## config.mk

```make
export PLATFORM = sky130hd
export DESIGN_NAME = adder_meas_sequencer_flat
export DESIGN_NICKNAME = d
export VERILOG_FILES = /design/src/rtl/adder_meas_pkg.sv /design/src/rtl/adder_meas_sequencer_if.sv /design/src/rtl/adder_meas_sync.sv /design/src/rtl/adder_meas_sequencer.sv /design/src/flat_wrapper.sv
export SDC_FILE = /design/constraint.sdc
export NUM_CORES = 1
export LEC_CHECK = 0
export CORE_UTILIZATION = 50
export CTS_CLUSTER_DIAMETER = 40
export DETAILED_ROUTE_END_ITERATION = 10
export GPL_TIMING_DRIVEN = 0
export PLACE_DENSITY = 0.82
export REMOVE_ABC_BUFFERS = 1
export SYNTH_ARGS = -nofsm -noshare
export SYNTH_HDL_FRONTEND = slang
export SYNTH_SLANG_ARGS = --single-unit
```

## constraint.sdc

```tcl
create_clock -name wb_clk_i -period 3.3 [get_ports wb_clk_i]
set_input_delay 0.495 -clock wb_clk_i [delete_from_list [all_inputs] [get_ports wb_clk_i]]
set_output_delay 0.495 -clock wb_clk_i [all_outputs]
set_load 0.05 [all_outputs]
```

## src/rtl/adder_meas_pkg.sv

```systemverilog
// ---------------------------------------------------------------------------
// adder_meas_pkg
// Shared definitions for the adder measurement sequencer:
//   - sequencer state encoding
//   - default operand / counter widths
//   - Galois LFSR tap mask and seed used by the optional self-sweep
//     (enabled by the ADDER_MEAS_LFSR_EN macro)
//   - result record layout {sum, cycles, err, timeout}
// No ports (package).
// ---------------------------------------------------------------------------
package adder_meas_pkg;

    localparam int DEF_WIDTH = 32;
    localparam int DEF_CNT_W = 16;

    // x^32 + x^22 + x^2 + x + 1, right-shifting Galois form.
    localparam logic [31:0] LFSR_TAPS = 32'h8020_0003;
    localparam logic [31:0] LFSR_SEED = 32'h0000_0001;

    typedef enum logic [2:0] {
        IDLE,
        LOAD,
        RUN,
        CAPTURE,
        REPORT
    } state_t;

    typedef struct packed {
        logic [DEF_WIDTH-1:0] sum;
        logic [DEF_CNT_W-1:0] cycles;
        logic                 err;
        logic                 timeout;
    } meas_res_t;

    function automatic logic [31:0] lfsr_step(input logic [31:0] s);
        lfsr_step = s[0] ? ((s >> 1) ^ LFSR_TAPS) : (s >> 1);
    endfunction

endpackage

```

## src/rtl/adder_meas_sequencer_if.sv

```systemverilog
// ---------------------------------------------------------------------------
// adder_meas_sequencer_if
// Command / result handshake between the LA-facing controller (master) and
// the measurement sequencer (slave).
//   cmd_valid  master->slave  command offered
//   cmd_ready  slave->master  command accepted when valid&ready
//   cmd_a/b    master->slave  operands
//   res_valid  slave->master  result record valid
//   res_ready  master->slave  result consumed
//   res_sum, res_cycles, res_err, res_timeout   slave->master result record
// ---------------------------------------------------------------------------
interface adder_meas_sequencer_if
    import adder_meas_pkg::*;
#(
    parameter int WIDTH = DEF_WIDTH,
    parameter int CNT_W = DEF_CNT_W
) ();

    logic             cmd_valid;
    logic             cmd_ready;
    logic [WIDTH-1:0] cmd_a;
    logic [WIDTH-1:0] cmd_b;

    logic             res_valid;
    logic             res_ready;
    logic [WIDTH-1:0] res_sum;
    logic [CNT_W-1:0] res_cycles;
    logic             res_err;
    logic             res_timeout;

    modport master (
        output cmd_valid, cmd_a, cmd_b, res_ready,
        input  cmd_ready, res_valid, res_sum, res_cycles, res_err, res_timeout
    );

    modport slave (
        input  cmd_valid, cmd_a, cmd_b, res_ready,
        output cmd_ready, res_valid, res_sum, res_cycles, res_err, res_timeout
    );

endinterface

```

## src/rtl/adder_meas_sync.sv

```systemverilog
// ---------------------------------------------------------------------------
// adder_meas_sync
// Two-flop synchroniser for the asynchronous adder completion flag, followed
// by an edge register that produces a one-cycle rising-edge pulse.
// Ports:
//   wb_clk_i   in  clock
//   wb_rst_n   in  synchronous reset, active low
//   async_in   in  asynchronous flag
//   sync_out   out synchronised level
//   rise_out   out one-cycle pulse on a synchronised 0->1 transition
// ---------------------------------------------------------------------------
module adder_meas_sync (
    input  logic wb_clk_i,
    input  logic wb_rst_n,
    input  logic async_in,
    output logic sync_out,
    output logic rise_out
);

    logic chain_p0;
    logic chain_p1;
    logic chain_p2;

    // p0/p1: metastability filter; p2: previous synchronised level
    always_ff @(posedge wb_clk_i) begin
        if (!wb_rst_n) begin
            chain_p0 <= 1'b0;
            chain_p1 <= 1'b0;
            chain_p2 <= 1'b0;
        end else begin
            chain_p0 <= async_in;
            chain_p1 <= chain_p0;
            chain_p2 <= chain_p1;
        end
    end

    assign sync_out = chain_p1;
    assign rise_out = chain_p1 & ~chain_p2;

endmodule

```

## src/rtl/adder_meas_sequencer.sv

```systemverilog
// ---------------------------------------------------------------------------
// adder_meas_sequencer
// Controller-side driver for the instrumented Kogge-Stone adder. Accepts an
// operand command, loads the adder operands, enables the adder ring, times
// the synchronised completion flag and returns one checked result record per
// command.
// Optional feature macro: ADDER_MEAS_LFSR_EN adds sweep_en; while it is high
// in IDLE the block issues its own commands from a 32-bit Galois LFSR.
// Ports:
//   wb_clk_i     in   clock
//   wb_rst_n     in   synchronous reset, active low
//   active       in   design selected; low clears the FSM to IDLE
//   sweep_en     in   (ADDER_MEAS_LFSR_EN only) self-issue LFSR commands
//   bus          slave modport: cmd_* in, res_* out
//   adder_a/b    out  registered operands to the adder
//   adder_run    out  ring enable
//   adder_chain  in   asynchronous completion flag
//   adder_sum    in   adder result, sampled in CAPTURE
// ---------------------------------------------------------------------------
module adder_meas_sequencer
    import adder_meas_pkg::*;
#(
    parameter int WIDTH   = DEF_WIDTH,
    parameter int CNT_W   = DEF_CNT_W,
    parameter int TIMEOUT = 'hFFF0,
    parameter int SETTLE  = 2
) (
    input  logic                   wb_clk_i,
    input  logic                   wb_rst_n,
    input  logic                   active,
`ifdef ADDER_MEAS_LFSR_EN
    input  logic                   sweep_en,
`endif
    adder_meas_sequencer_if.slave  bus,
    output logic [WIDTH-1:0]       adder_a,
    output logic [WIDTH-1:0]       adder_b,
    output logic                   adder_run,
    input  logic                   adder_chain,
    input  logic [WIDTH-1:0]       adder_sum
);

    state_t           state_q;
    state_t           state_d;
    logic [CNT_W-1:0] cnt_q;
    logic [CNT_W-1:0] settle_q;
    logic             chain_sync;
    logic             chain_rise;
    logic             start;
    logic             timed_out;

    logic [WIDTH-1:0] sum_q;
    logic [CNT_W-1:0] cycles_q;
    logic             err_q;
    logic             timeout_q;

    // Sum check is modulo 2**WIDTH: the adder's carry-out is not part of it.
    function automatic logic sum_mismatch(input logic [WIDTH-1:0] a,
                                          input logic [WIDTH-1:0] b,
                                          input logic [WIDTH-1:0] s);
        logic [WIDTH-1:0] want;
        want = a + b;
        return s != want;
    endfunction

    adder_meas_sync u_sync (
        .wb_clk_i (wb_clk_i),
        .wb_rst_n (wb_rst_n),
        .async_in (adder_chain),
        .sync_out (chain_sync),
        .rise_out (chain_rise)
    );

`ifdef ADDER_MEAS_LFSR_EN
    logic [31:0] lfsr_q;
    logic [31:0] lfsr_a;
    logic [31:0] lfsr_b;
    logic        self_issue;

    // Two steps per command: A takes the first, B the second.
    assign lfsr_a     = lfsr_step(lfsr_q);
    assign lfsr_b     = lfsr_step(lfsr_a);
    assign self_issue = sweep_en && active && (state_q == IDLE);
    assign start      = self_issue || (!sweep_en && bus.cmd_valid && bus.cmd_ready);

    always_ff @(posedge wb_clk_i) begin
        if (!wb_rst_n) begin
            lfsr_q <= LFSR_SEED;
        end else if (self_issue) begin
            lfsr_q <= lfsr_b;
        end
    end
`else
    assign start = bus.cmd_valid && bus.cmd_ready;
`endif

    assign timed_out = (cnt_q == CNT_W'(TIMEOUT));

    always_ff @(posedge wb_clk_i) begin
        if (!wb_rst_n) begin
            state_q <= IDLE;
        end else begin
            state_q <= state_d;
        end
    end

    always_comb begin
        state_d = state_q;
        case (state_q)
            IDLE:    if (start) state_d = LOAD;
            // A flag still high from the previous run must clear first,
            // otherwise its level would hide the next rising edge.
            LOAD:    if (!chain_sync && (settle_q >= CNT_W'(SETTLE - 1))) state_d = RUN;
            RUN: begin
                if (chain_rise) begin
                    state_d = CAPTURE;
                end else if (timed_out) begin
                    state_d = REPORT;
                end
            end
            CAPTURE: state_d = REPORT;
            REPORT:  if (bus.res_ready) state_d = IDLE;
            default: state_d = IDLE;
        endcase
        if (!active) begin
            state_d = IDLE;
        end
    end

    always_comb begin
        bus.cmd_ready = 1'b0;
        adder_run     = 1'b0;
        bus.res_valid = 1'b0;
        case (state_q)
`ifdef ADDER_MEAS_LFSR_EN
            // The host is told "not ready" while the sweep owns the adder.
            IDLE:    bus.cmd_ready = active && !sweep_en;
`else
            IDLE:    bus.cmd_ready = active;
`endif
            RUN:     adder_run     = active;
            REPORT:  bus.res_valid = active;
            default: ;
        endcase
    end

    // Counter, operand and result-record registers
    always_ff @(posedge wb_clk_i) begin
        if (!wb_rst_n) begin
            cnt_q     <= '0;
            settle_q  <= '0;
            adder_a   <= '0;
            adder_b   <= '0;
            sum_q     <= '0;
            cycles_q  <= '0;
            err_q     <= 1'b0;
            timeout_q <= 1'b0;
        end else begin
            case (state_q)
                IDLE: begin
                    cnt_q    <= '0;
                    settle_q <= '0;
`ifdef ADDER_MEAS_LFSR_EN
                    if (self_issue) begin
                        adder_a <= WIDTH'(lfsr_a);
                        adder_b <= WIDTH'(lfsr_b);
                    end else if (start) begin
                        adder_a <= bus.cmd_a;
                        adder_b <= bus.cmd_b;
                    end
`else
                    if (start) begin
                        adder_a <= bus.cmd_a;
                        adder_b <= bus.cmd_b;
                    end
`endif
                end
                LOAD: begin
                    if (settle_q < CNT_W'(SETTLE - 1)) begin
                        settle_q <= settle_q + CNT_W'(1);
                    end
                    // So the counter reads 1 during the first RUN cycle.
                    cnt_q <= CNT_W'(1);
                end
                RUN: begin
                    cnt_q <= cnt_q + CNT_W'(1);
                    if (chain_rise) begin
                        cycles_q <= cnt_q;
                    end else if (timed_out) begin
                        sum_q     <= '0;
                        cycles_q  <= cnt_q;
                        err_q     <= 1'b1;
                        timeout_q <= 1'b1;
                    end
                end
                CAPTURE: begin
                    sum_q     <= adder_sum;
                    err_q     <= sum_mismatch(adder_a, adder_b, adder_sum);
                    timeout_q <= 1'b0;
                end
                default: ;
            endcase
        end
    end

    assign bus.res_sum     = sum_q;
    assign bus.res_cycles  = cycles_q;
    assign bus.res_err     = err_q;
    assign bus.res_timeout = timeout_q;

endmodule

```

## src/flat_wrapper.sv

```systemverilog
// flat-port wrapper written by rule: the top's interface ports become plain ports
module adder_meas_sequencer_flat import adder_meas_pkg::*;
#(
    parameter int WIDTH   = DEF_WIDTH,
    parameter int CNT_W   = DEF_CNT_W,
    parameter int TIMEOUT = 'hFFF0,
    parameter int SETTLE  = 2
)
  (wb_clk_i, wb_rst_n, active, adder_a, adder_b, adder_run, adder_chain, adder_sum, bus_cmd_valid, bus_cmd_a, bus_cmd_b, bus_res_ready, bus_cmd_ready, bus_res_valid, bus_res_sum, bus_res_cycles, bus_res_err, bus_res_timeout);
  adder_meas_sequencer_if #(.WIDTH(WIDTH), .CNT_W(CNT_W)) bus_i ();
  input  logic wb_clk_i;
  input  logic wb_rst_n;
  input  logic active;
  output logic [WIDTH-1:0] adder_a;
  output logic [WIDTH-1:0] adder_b;
  output logic adder_run;
  input  logic adder_chain;
  input  logic [WIDTH-1:0] adder_sum;
  input wire logic [$bits(bus_i.cmd_valid)-1:0] bus_cmd_valid;
  input wire logic [$bits(bus_i.cmd_a)-1:0] bus_cmd_a;
  input wire logic [$bits(bus_i.cmd_b)-1:0] bus_cmd_b;
  input wire logic [$bits(bus_i.res_ready)-1:0] bus_res_ready;
  output wire logic [$bits(bus_i.cmd_ready)-1:0] bus_cmd_ready;
  output wire logic [$bits(bus_i.res_valid)-1:0] bus_res_valid;
  output wire logic [$bits(bus_i.res_sum)-1:0] bus_res_sum;
  output wire logic [$bits(bus_i.res_cycles)-1:0] bus_res_cycles;
  output wire logic [$bits(bus_i.res_err)-1:0] bus_res_err;
  output wire logic [$bits(bus_i.res_timeout)-1:0] bus_res_timeout;
  assign bus_i.cmd_valid = bus_cmd_valid;
  assign bus_i.cmd_a = bus_cmd_a;
  assign bus_i.cmd_b = bus_cmd_b;
  assign bus_i.res_ready = bus_res_ready;
  assign bus_cmd_ready = bus_i.cmd_ready;
  assign bus_res_valid = bus_i.res_valid;
  assign bus_res_sum = bus_i.res_sum;
  assign bus_res_cycles = bus_i.res_cycles;
  assign bus_res_err = bus_i.res_err;
  assign bus_res_timeout = bus_i.res_timeout;
  adder_meas_sequencer #(.WIDTH(WIDTH), .CNT_W(CNT_W), .TIMEOUT(TIMEOUT), .SETTLE(SETTLE)) u_core (.wb_clk_i(wb_clk_i), .wb_rst_n(wb_rst_n), .active(active), .bus(bus_i), .adder_a(adder_a), .adder_b(adder_b), .adder_run(adder_run), .adder_chain(adder_chain), .adder_sum(adder_sum));
endmodule
```

==> results.tsv <==
stage	metric	value	unit
status	status	completed	
route	via count	8553	
floorplanning	I/O pin count	219	
synth	proportion of netlist area held by the largest area contributor	35.9	%
power	total power	0.00479	W
timing	final hold slack	0.448	ns
hold_path	worst hold path type	reg2reg	
clocking	H-tree level count	4	
timing	minimum clock period	3.20	ns
floorplanning	Die X	132	um
global_route	first-pass GRT wire length	40.7	mm
route	final antenna-violating net count	0	
clocking	clk root buf	clkbuf_16	
setup_path	critical path startpoint category	flip-flop	
clocking	clk sinks	152	
floorplanning	Placeable Area	16600	sq um
synth	Synth Flop Type	dfxtp_1	
flow_run	maxcap violations	0	
global_route	GRT Residual Overflow	0	
synth	Avg Inst Size Synth	8.00	sq um
setup_path	CP Class	reg2reg	
clocking	CTS tree	built	
synth	Synth Warn #	0	
global_route	Total GRT Usage	28.8	%
route	DRC Markers	0	
timing	Final period util	97.0	%
final_layout	finished layout cell area	11600	sq um
placement	hpwl dp	18.1	mm
timing	worst relative slew slack	17.0	%
power	PwrDens	413	nW/um^2
power	leakage	4.12	nW
final_layout	share of cells above drive strength 1	7.17	%
final_layout	post-layout util	70.1	%
clocking	CTS Buf Count	17	
setup_path	Worst Setup End Kind	flip-flop	
timing	Fmax	312	MHz
route	drt pass-1 iters	5	
placement	port bufs	218	
clocking	clk_lat worst skew	0.44	ns
synth	Yosys cell types	67	
global_route	vias in the first global route	7909	
timing	final hold violation count	0	
power	Max rail drop VDD	0.000379	V
final_layout	Area Overhead vs Synth	36.9	%
floorplanning	die area	17500	sq um
route	WL per Instance	17.4	um
timing	Worst Skew	0.0114	ns
placement	Area after DPL	10800	sq um
route	final WL	25.7	mm
global_route	initial antenna violation count	0	
placement	routability cong.	0.958	
synth	largest area contributor in the netlist	dfxtp_1	
floorplanning	FP Rows	47	
timing	Worst-Margin Slew	1.24	ns
synth	Async SR Flop Fraction	0	%
synth	post-synthesis register bit count	152	
setup_path	CP required	3.63	ns
final_layout	Multi-input gate area	5320	sq um
floorplanning	Initial Util	51.2	%
global_route	largest net degree at the start of global routing	76	
final_layout	fin nets	1382	
timing	setup total negative slack	0	ns
floorplanning	height of the die	132	um
route	DRC violation total after the first TritonRoute iteration	736	
final_layout	register area	3050	sq um
synth	Post-synth EDFFs	0	
synth	sequential fraction of the synthesis area	35.9	%
synth	Post-Syn Area	8480	sq um
final_layout	# fillers	1364	
clocking	clk slew on worst S/H paths	0.07	ns
final_layout	commonest non-fill, non-tap cell in the layout	clkdlybuf4s50_1	
route	Via density	5.79	
final_layout	# diodes	0	
clocking	CTS Buffer Depth	2	
timing	final setup vio count	0	
synth	Mapped Cells	1060	
final_layout	most frequent cells in the layout	217 x clkdlybuf4s50_1, 211 x nand2_1, 148 x dfxtp_1	
setup_path	WP data arrival	3.53	ns
synth	leading post-synthesis cells by cell area	dfxtp_1 36%, nand2_1 9.4%, a21boi_0 7.7%, ha_1 5.3%, xnor2_1 3.3%	
timing	Slew Limit Fails	0	
setup_path	CP Max Fanout	8	
path summary, 6_finish.rpt:
kind | start | end | slack, ns | cells after the start
max | u_core.adder_b[9] | u_core.bus.res_err | 0.1 | 10
min | u_core.u_sync.chain_p0 | u_core.u_sync.sync_out | 0.45 | 1
max reg2reg | u_core.adder_b[9] | u_core.bus.res_err | 0.1 | 10
min reg2reg | u_core.u_sync.chain_p0 | u_core.u_sync.sync_out | 0.45 | 1
cells by family after synthesis:
family                   after synthesis  share of synthesized area (%)
multiplexers                           9                           1.11
AO/OA/AOI/OAI                        312                           25.3
XOR/XNOR                              50                           5.16
flip-flops                           152                           35.9
buffers and inverters                 78                           3.98
adder cells (fa/ha/maj)               37                           5.54
AND/OR/NAND/NOR                      422                           23.0
worst max-delay path, cell delays in order (launching register included):
cell and delay, ns:
dfxtp_1 0.36, ha_2 0.45, nand2_1 0.12, o21ai_0 0.51
nor3_4 0.15, o311ai_4 0.39, mux2_2 0.38, mux2i_1 0.14
nor4b_2 0.22, nand4_1 0.12, o31a_1 0.25
where the power goes:
part	total, W	internal [W]	leakage, nW	switching (W)
combinational	0.000901	0.000379	2.60	0.000523
sequential	0.00194	0.00188	1.23	0.0000547
clock	0.00196	0.00102	0.290	0.000935
total	0.00479	0.00328	4.12	0.00151
Yosys cell counts (3+ instances only):
cell      number
o211ai_1       4
nor2_1        63
xor2_1        18
a211oi_1      11
buf_2         12
a21o_1         9
or3_1          9
a31oi_1       15
ha_1          36
and3_1        11
nand2_1      212
xnor2_1       32
a21oi_1       51
inv_1         12
a311oi_1       3
o21a_1        11
clkbuf_1      46
nor3_1        15
nand3_1       13
dfxtp_1      152
a21boi_0      87
and4_1         4
o22ai_1        5
mux2i_1        6
o21ai_0       38
buf_6          3
o21bai_1       7
nand4_1       21
o32ai_1        3
a22oi_1       34
o31ai_1        5
or2_2          4
and2_1         7
nor4b_1        3
nor4_1         9
nor2b_1       42
mux2_2         3
metal layers:
| layer | track usage [%] | share of wire (%) | up-vias |
|---|---|---|---|
| met1 | 37.1 | 43 | 4045 |
| li1 | - | - | 4136 |
| met4 | 9.71 | 2.6 | 0 |
| met2 | 48.5 | 48 | 315 |
| met5 | 0 | 0 | - |
| met3 | 5.27 | 6.5 | 57 |
layout make-up:
type	instances	share of cell area (%)
well taps	220	2.37
clock inverters	15	1.53
multi-input cells	831	45.8
repair buffers	228	20.0
flip-flops and latches	152	26.2
clock buffers	17	3.66
inverters	13	0.420
per-stage QoR:
step           cells  setup slack [ns]
6_report        1476            0.0988
5_1_grt         1476            -0.102
4_1_cts         1471           0.00402
3_5_place_dp    1437            -0.761
3_3_place_gp    1433             -1.99
2_1_floorplan    995           -0.0767
flip-flops by register name, summed over array words and instances (netlist names):
signal                  flops
u_core.adder_a             32
u_core.adder_b             32
u_core.bus.res_cycles      16
u_core.bus.res_err          1
u_core.bus.res_sum         32
u_core.bus.res_timeout      1
u_core.cnt_q               16
u_core.settle_q            16
u_core.state_q              3
u_core.u_sync.chain_p0      1
u_core.u_sync.chain_p2      1
u_core.u_sync.sync_out      1
timing repair:
action | in CTS | in global routing
hold buffers | 0 | 0
setup endpoints to repair | 1 | 1
pin swaps | 2 | 9
buffers inserted | 1 | 5
endpoints found under the hold margin | 0 | 0
gates resized for setup | 10 | 30
cloned | 1 | 0
No activity file was read; power rests on OpenSTA's default activity.
